===== config.mk =====
export PLATFORM = sky130hd
export DESIGN_NAME = vrf_access_seq
export DESIGN_NICKNAME = d
export VERILOG_FILES = /design/src/rtl/vrf_access_seq.sv
export SDC_FILE = /design/constraint.sdc
export NUM_CORES = 1
export LEC_CHECK = 0
export CAP_MARGIN = 10
export CELL_PAD_IN_SITES_DETAIL_PLACEMENT = 0
export CELL_PAD_IN_SITES_GLOBAL_PLACEMENT = 2
export CORE_AREA = 2 2 243 245
export CTS_CLUSTER_DIAMETER = 40
export DETAILED_ROUTE_END_ITERATION = 10
export DIE_AREA = 0 0 245 247
export HOLD_SLACK_MARGIN = 0.12
export PLACE_DENSITY = 0.87
export SLEW_MARGIN = 20
export SYNTH_ARGS = -nofsm -noshare
export SYNTH_HDL_FRONTEND = slang
export SYNTH_SLANG_ARGS = --single-unit

===== constraint.sdc =====
create_clock -name clk -period 3.5 [get_ports clk]
set_input_delay 0.525 -clock clk [delete_from_list [all_inputs] [get_ports clk]]
set_output_delay 0.525 -clock clk [all_outputs]
set_load 0.03 [all_outputs]

===== src/rtl/vrf_access_seq.sv =====
// Vector register access sequencer: turns whole-register read/write commands
// into per-bank SRAM request streams and returns read data through a 2-entry
// output FIFO with valid/ready flow control.
module vrf_access_seq #(
    parameter int unsigned NumBanks   = 4,
    parameter int unsigned NumVRs     = 32,
    parameter int unsigned ElemsPerVR = 32,
    parameter int unsigned DataWidth  = 32,
    localparam int unsigned BeatsPerVR = ElemsPerVR / NumBanks,
    localparam int unsigned AddrWidth  = $clog2(NumVRs * BeatsPerVR),
    localparam int unsigned VlWidth    = $clog2(ElemsPerVR) + 1,
    localparam int unsigned VregWidth  = $clog2(NumVRs)
) (
    input  logic                            clk,
    input  logic                            nrst,
    input  logic                            i_cmd_valid,
    output logic                            o_cmd_ready,
    input  logic                            i_cmd_write,
    input  logic [VregWidth-1:0]            i_cmd_vreg,
    input  logic [VlWidth-1:0]              i_cmd_vl,
    input  logic                            i_wr_valid,
    output logic                            o_wr_ready,
    input  logic [NumBanks*DataWidth-1:0]   i_wr_data,
    output logic                            o_rd_valid,
    input  logic                            i_rd_ready,
    output logic [NumBanks*DataWidth-1:0]   o_rd_data,
    output logic [NumBanks-1:0]             o_rd_mask,
    output logic                            o_rd_last,
    output logic                            o_done,
    output logic [NumBanks-1:0]             o_bank_re,
    output logic [NumBanks-1:0]             o_bank_we,
    output logic [NumBanks*AddrWidth-1:0]   o_bank_r_addr,
    output logic [NumBanks*AddrWidth-1:0]   o_bank_w_addr,
    output logic [NumBanks*DataWidth-1:0]   o_bank_wdata,
    input  logic [NumBanks*DataWidth-1:0]   i_bank_rdata
);

    localparam int unsigned BeatCntW  = $clog2(BeatsPerVR) + 1;
    localparam int unsigned BankShift = $clog2(NumBanks);
    localparam int unsigned ElemW     = VlWidth + 2;
    localparam int unsigned LaneW     = NumBanks * DataWidth;

    typedef enum logic [1:0] {
        S_IDLE     = 2'd0,
        S_WR       = 2'd1,
        S_RD       = 2'd2,
        S_RD_DRAIN = 2'd3
    } state_t;

    state_t                          r_state;
    state_t                          w_state_nxt;

    logic [VregWidth-1:0]            r_vreg;
    logic [VlWidth-1:0]              r_vl;
    logic [BeatCntW-1:0]             r_beat;
    logic [BeatCntW-1:0]             r_nbeats;
    logic                            r_done;

    logic                            r_inflight;
    logic [NumBanks-1:0]             r_infl_mask;
    logic                            r_infl_last;

    logic [1:0][LaneW-1:0]           r_fifo_data;
    logic [1:0][NumBanks-1:0]        r_fifo_mask;
    logic [1:0]                      r_fifo_last;
    logic                            r_wr_ptr;
    logic                            r_rd_ptr;
    logic [1:0]                      r_count;

    logic [VlWidth-1:0]              w_vl_clamped;
    logic [VlWidth:0]                w_vl_sum;
    logic [BeatCntW-1:0]             w_nbeats_in;
    logic [ElemW-1:0]                w_elem_base;
    logic [NumBanks-1:0]             w_mask;
    logic [AddrWidth-1:0]            w_addr;
    logic                            w_last_beat;
    logic                            w_accept;
    logic                            w_wr_fire;
    logic                            w_issue;
    logic                            w_rd_finish;
    logic                            w_pop;
    logic                            w_head_last;
    logic [LaneW-1:0]                w_rdata_masked;

    // Command decode: clamp vl and derive the beat count.
    always_comb begin
        w_vl_clamped = (i_cmd_vl > VlWidth'(ElemsPerVR)) ? VlWidth'(ElemsPerVR) : i_cmd_vl;
        w_vl_sum     = (VlWidth+1)'(w_vl_clamped) + (VlWidth+1)'(NumBanks - 1);
        w_nbeats_in  = BeatCntW'(w_vl_sum >> BankShift);
    end

    // Current-beat lane mask, shared bank address and last-beat flag.
    always_comb begin
        w_elem_base = ElemW'(r_beat) * ElemW'(NumBanks);
        for (int i = 0; i < NumBanks; i++) begin
            w_mask[i] = (w_elem_base + ElemW'(i)) < ElemW'(r_vl);
        end
        w_addr      = AddrWidth'(r_vreg) * AddrWidth'(BeatsPerVR) + AddrWidth'(r_beat);
        w_last_beat = (r_beat == (r_nbeats - BeatCntW'(1)));
    end

    // FIFO head view and pop handshake.
    always_comb begin
        o_rd_valid  = (r_count != 2'd0);
        w_head_last = r_fifo_last[r_rd_ptr];
        o_rd_data   = o_rd_valid ? r_fifo_data[r_rd_ptr] : '0;
        o_rd_mask   = o_rd_valid ? r_fifo_mask[r_rd_ptr] : '0;
        o_rd_last   = o_rd_valid && w_head_last;
        w_pop       = o_rd_valid && i_rd_ready;
    end

    // FSM state register.
    always_ff @(posedge clk or negedge nrst) begin
        if (!nrst) begin
            r_state <= S_IDLE;
        end else begin
            r_state <= w_state_nxt;
        end
    end

    // FSM next state and handshake strobes; reads issue only while the
    // FIFO plus the in-flight beat leaves room after this cycle's pop.
    always_comb begin
        w_state_nxt = r_state;
        o_cmd_ready = 1'b0;
        o_wr_ready  = 1'b0;
        w_accept    = 1'b0;
        w_wr_fire   = 1'b0;
        w_issue     = 1'b0;
        w_rd_finish = 1'b0;
        case (r_state)
            S_IDLE: begin
                o_cmd_ready = 1'b1;
                w_accept    = i_cmd_valid;
                if (w_accept && (w_vl_clamped != '0)) begin
                    w_state_nxt = i_cmd_write ? S_WR : S_RD;
                end
            end
            S_WR: begin
                o_wr_ready = 1'b1;
                w_wr_fire  = i_wr_valid;
                if (w_wr_fire && w_last_beat) begin
                    w_state_nxt = S_IDLE;
                end
            end
            S_RD: begin
                w_issue = ({1'b0, r_count} + {2'b00, r_inflight}) < (3'd2 + {2'b00, w_pop});
                if (w_issue && w_last_beat) begin
                    w_state_nxt = S_RD_DRAIN;
                end
            end
            S_RD_DRAIN: begin
                w_rd_finish = w_pop && w_head_last;
                if (w_rd_finish) begin
                    w_state_nxt = S_IDLE;
                end
            end
            default: begin
                w_state_nxt = S_IDLE;
            end
        endcase
    end

    // SRAM request ports; idle lanes hold zero.
    always_comb begin
        o_bank_re     = '0;
        o_bank_we     = '0;
        o_bank_wdata  = '0;
        o_bank_r_addr = '0;
        o_bank_w_addr = '0;
        if (w_issue) begin
            o_bank_re = w_mask;
        end
        if (w_wr_fire) begin
            o_bank_we    = w_mask;
            o_bank_wdata = i_wr_data;
        end
        for (int i = 0; i < NumBanks; i++) begin
            o_bank_r_addr[i*AddrWidth +: AddrWidth] = w_issue   ? w_addr : '0;
            o_bank_w_addr[i*AddrWidth +: AddrWidth] = w_wr_fire ? w_addr : '0;
        end
    end

    // Zero returned lanes outside the issued mask.
    always_comb begin
        for (int i = 0; i < NumBanks; i++) begin
            w_rdata_masked[i*DataWidth +: DataWidth] =
                i_bank_rdata[i*DataWidth +: DataWidth] & {DataWidth{r_infl_mask[i]}};
        end
    end

    assign o_done = r_done;

    // Command context, beat counter, completion pulse and read-return FIFO.
    always_ff @(posedge clk or negedge nrst) begin
        if (!nrst) begin
            r_vreg      <= '0;
            r_vl        <= '0;
            r_beat      <= '0;
            r_nbeats    <= '0;
            r_done      <= 1'b0;
            r_inflight  <= 1'b0;
            r_infl_mask <= '0;
            r_infl_last <= 1'b0;
            r_fifo_data <= '0;
            r_fifo_mask <= '0;
            r_fifo_last <= '0;
            r_wr_ptr    <= 1'b0;
            r_rd_ptr    <= 1'b0;
            r_count     <= 2'd0;
        end else begin
            r_done <= 1'b0;
            if (w_accept) begin
                r_vreg   <= i_cmd_vreg;
                r_vl     <= w_vl_clamped;
                r_nbeats <= w_nbeats_in;
                r_beat   <= '0;
                if (w_vl_clamped == '0) begin
                    r_done <= 1'b1;
                end
            end
            if (w_wr_fire || w_issue) begin
                r_beat <= r_beat + BeatCntW'(1);
            end
            if ((w_wr_fire && w_last_beat) || w_rd_finish) begin
                r_done <= 1'b1;
            end

            r_inflight  <= w_issue;
            r_infl_mask <= w_mask;
            r_infl_last <= w_last_beat;

            if (r_inflight) begin
                r_fifo_data[r_wr_ptr] <= w_rdata_masked;
                r_fifo_mask[r_wr_ptr] <= r_infl_mask;
                r_fifo_last[r_wr_ptr] <= r_infl_last;
                r_wr_ptr              <= ~r_wr_ptr;
            end
            if (w_pop) begin
                r_rd_ptr <= ~r_rd_ptr;
            end
            r_count <= r_count + {1'b0, r_inflight} - {1'b0, w_pop};
        end
    end

endmodule


==> results.py <==
metrics = {
    "route": {
        "vias_per_cell": 4.57,
        "drtAntennaViolNets": 0,
        "drt_pass1_iterations": 5,
        "route.final.wire_length_um": 61300,
        "drt_first_iter_violations": 772,
        "wl_per_cell_um": 20.2,
        "drc": 0,
        "vias": 13845,
    },
    "final_layout": {
        "instances_no_fill": 3028,
        "layout-area-overhead-vs-synth_pct": 56.4,
        "mostFrequentLayoutCell": "clkdlybuf4s50_1",
        "fin_nets": 2498,
        "most-common-layout-cells": "clkdlybuf4s50_1 (570), nand2_1 (413), dfrtp_1 (296)",
        "post_route_cells_drive_above_1_share_pct": 7.50,
        "multiInputGateArea_sq_um": 6480,
        "ff_latch_area_sq_um": 7460,
        "post-route-util_pct": 40.1,
        "fillers": 5876,
    },
    "yosys": {
        "ys_async_sr_fraction_pct": 100,
        "synth.area.top_cells": "dfrtp_1 (50%), nand2_1 (10%), mux2i_1 (9.0%)",
        "synth_ff_type": "dfrtp_1",
        "synth.net_count": 1982,
        "synth_warnings": 0,
        "synth_enable_flop_cells": 0,
        "synth_largest_area_cell": "dfrtp_1",
        "yosysTopAreaCellShare_pct": 49.9,
        "synthCells": 1696,
        "synthesis.area_per_instance_sq_um": 8.80,
        "synth.cell_area_sq_um": 14900,
        "synth.ff_latch_count": 298,
        "synth.distinct_cells": 42,
        "sequential_fraction_of_the_synthesis_area_pct": 49.9,
    },
    "timing": {
        "timing.final.crit_share_pct": 97.3,
        "worst-slew-pin-transition_ns": 0.972,
        "report.final.hold_viol_count": 0,
        "final.setup.tns_ns": 0,
        "finalSetupViolCount": 0,
        "final-max-slew-violation-count": 0,
        "maxClockFrequency_mhz": 294,
        "grt_setup_unrepaired": "no",
        "layout_setup_ws_ns": 0.0959,
        "maxSlewHeadroom_pct": 35.2,
        "clock_skew_ns": 0.0190,
        "period_minus_slack_ns": 3.40,
    },
    "global_routing": {
        "antenna_found_initial": 6,
        "grt_start_max_net_pins": 135,
        "grt_overflow_total": 0,
        "grt_util_all_layers_pct": 19.7,
        "grt_first_pass_wirelength_um": 89300,
        "first_global_vias": 13861,
    },
    "setup_path": {
        "critical_path.reg2reg.startpoint": "r_inflight",
        "worst_setup_path_end_kind": "output port",
        "cp_data_arrival_time_ns": 2.88,
        "setup_slack_on_the_worst_flop_to_flop_path_ns": 1.43,
        "critPathLaunchType": "flip-flop",
        "r2r_end": "r_beat[1]",
        "timing.critical_path.required_ns": 2.97,
        "r2r_cells": 8,
        "timing_worst_setup_path_type": "flip-flop to output port",
        "crit_path_max_fanout": 6,
    },
    "floorplanning": {
        "standard_cell_core_area_sq_um": 58200,
        "rows": 89,
        "pin_count": 610,
        "dieHeight_um": 247,
        "die_width_um": 245,
        "dieArea_sq_um": 60500,
        "initial_core_util_pct": 25.6,
    },
    "outcome": {
        "status": "complete, no violations",
    },
    "min_path": {
        "min_from": "r_fifo_data[151]",
        "hold_class": "flip-flop to flip-flop",
        "capture_endpoint_of_the_worst_hold_path": "r_fifo_data[151]",
        "hold-path-cell-count": 2,
    },
    "place": {
        "pre_cts_ws_ns": 0.427,
        "dpl.hpwl_um": 47200,
        "dpl.cell_count": 2933,
        "io_buffers": 609,
        "gpl.final_weighted_congestion": 0.879,
    },
    "clock_network": {
        "tritoncts.num_buffers": 49,
        "clock_tree.htree_level_count": 2,
        "cts_root_buffer": "clkbuf_16",
        "post_cts_buffers": 0,
        "clkSinkCount": 298,
        "tritoncts": "yes",
        "clockBufferDepth": 3,
        "worstSkewPairLatency_ns": 0.57,
        "clock_pin_slew_on_the_worst_setup_and_hold_paths_ns": 0.05,
    },
    "power_and_ir_drop": {
        "internal_power_w": 0.0133,
        "peakVddDrop_uv": 600,
        "share_clk_of_total_power_pct": 21.3,
        "power.switching_w": 0.0105,
        "power_frac_seq_pct": 25.1,
        "sw_frac_of_total_pct": 44.2,
        "p_comb_share_pct": 53.6,
        "leakage_nw": 11.1,
        "cellPowerDensity_nw_per_um2": 1020,
    },
    "job": {
        "cap_violations": 0,
    },
}
-- layout make-up --
type | count | share of cell area, %
tap | 773 | 4.14
inverter | 18 | 0.289
clock inverter | 31 | 1.82
multi-input combinational | 1195 | 27.7
sequential | 298 | 31.9
timing repair buffer | 650 | 28.4
clock buffer | 60 | 5.69
antenna | 3 | 0.0321
-- power by group through the flow --
stage               combinational [W]  sequential [W]  clock (W)
floorplan                     0.00797         0.00570          0
global placement               0.0128         0.00596          0
detailed placement             0.0130         0.00605          0
CTS                            0.0130         0.00600    0.00520
global route                   0.0138         0.00620    0.00537
finish                         0.0128         0.00599    0.00507
-- synth_stat cells, types with 9 or more instances --
master	number
and3_1	136
buf_2	51
buf_4	56
clkbuf_1	76
dfrtp_1	298
ha_1	13
inv_1	16
mux2_1	10
mux2i_1	134
nand2_1	414
nor2_1	157
o21ai_0	93
o21ai_1	181
xnor2_1	9
-- routing by layer --
metal	global-route usage [%]	up-vias	share of wire, %
met5	0	-	0.072
met4	6.38	6	3.1
met3	4.49	83	5.7
met2	35.8	446	51
met1	22.9	6656	40
li1	-	6654	-
-- worst max-delay path by stage --
stage                     startpoint  slack, ns                end  cells past startpoint
after floorplan           r_inflight       0.77  o_bank_r_addr[13]                      6
after global placement    i_rd_ready       0.44  o_bank_r_addr[17]                      5
after detailed placement  i_rd_ready       0.43   o_bank_r_addr[1]                      5
after CTS                 r_inflight      0.007   o_bank_r_addr[1]                      5
after global routing      r_inflight      0.001  o_bank_r_addr[11]                      5
final                     r_inflight        0.1  o_bank_r_addr[18]                      5
-- cell families (layout without fill, tap and decap cells) --
family          after synthesis  count (layout)  share of synthesized area (%)
simple gates                733             733                           21.3
flops                       298             298                           49.9
compound gates              289             289                           9.95
buf+inv                     203             759                           6.99
mux                         145             145                           9.81
xor+xnor                     15              15                          0.930
fa+ha+maj                    13              13                           1.09
other cells                   0               3                              0
-- flip-flops by register name (all words and copies together) (netlist names), 2 cells and up --
register and count:
r_count 2, r_infl_mask 4, r_beat 4, r_fifo_data 256, r_fifo_mask 8, r_vl 6, r_state 2, r_vreg 5
r_nbeats 4, r_fifo_last 2
-- worst max-delay path, cell delays in order (launching register included) --
cell and delay (ns):
dfrtp_1 0.48, ha_1 0.25, ha_1 0.23, nor3b_4 0.33
and3_1 0.33, clkdlybuf4s50_1 0.71
-- metrics by stage --
stage	hold WS [ns]	area (sq um)	total power, W
final	0.475	23400	0.0238
after CTS	0.462	23300	0.0242
after global routing	0.488	23400	0.0254
after floorplan	0.229	14900	0.0137
after detailed placement	0.468	21600	0.0190
after global placement	0.457	21600	0.0188
-- what timing repair did --
| item | in CTS | in global routing |
|---|---|---|
| gates resized for setup | 9 | 13 |
| hold buffers | 1 | 0 |
| endpoints found under the hold margin | 69 | 0 |
| pin swaps | 0 | 0 |
| setup endpoints to repair | 13 | 19 |
| gates cloned | 0 | 0 |
Note: power is estimated with default switching activity, not from simulation.
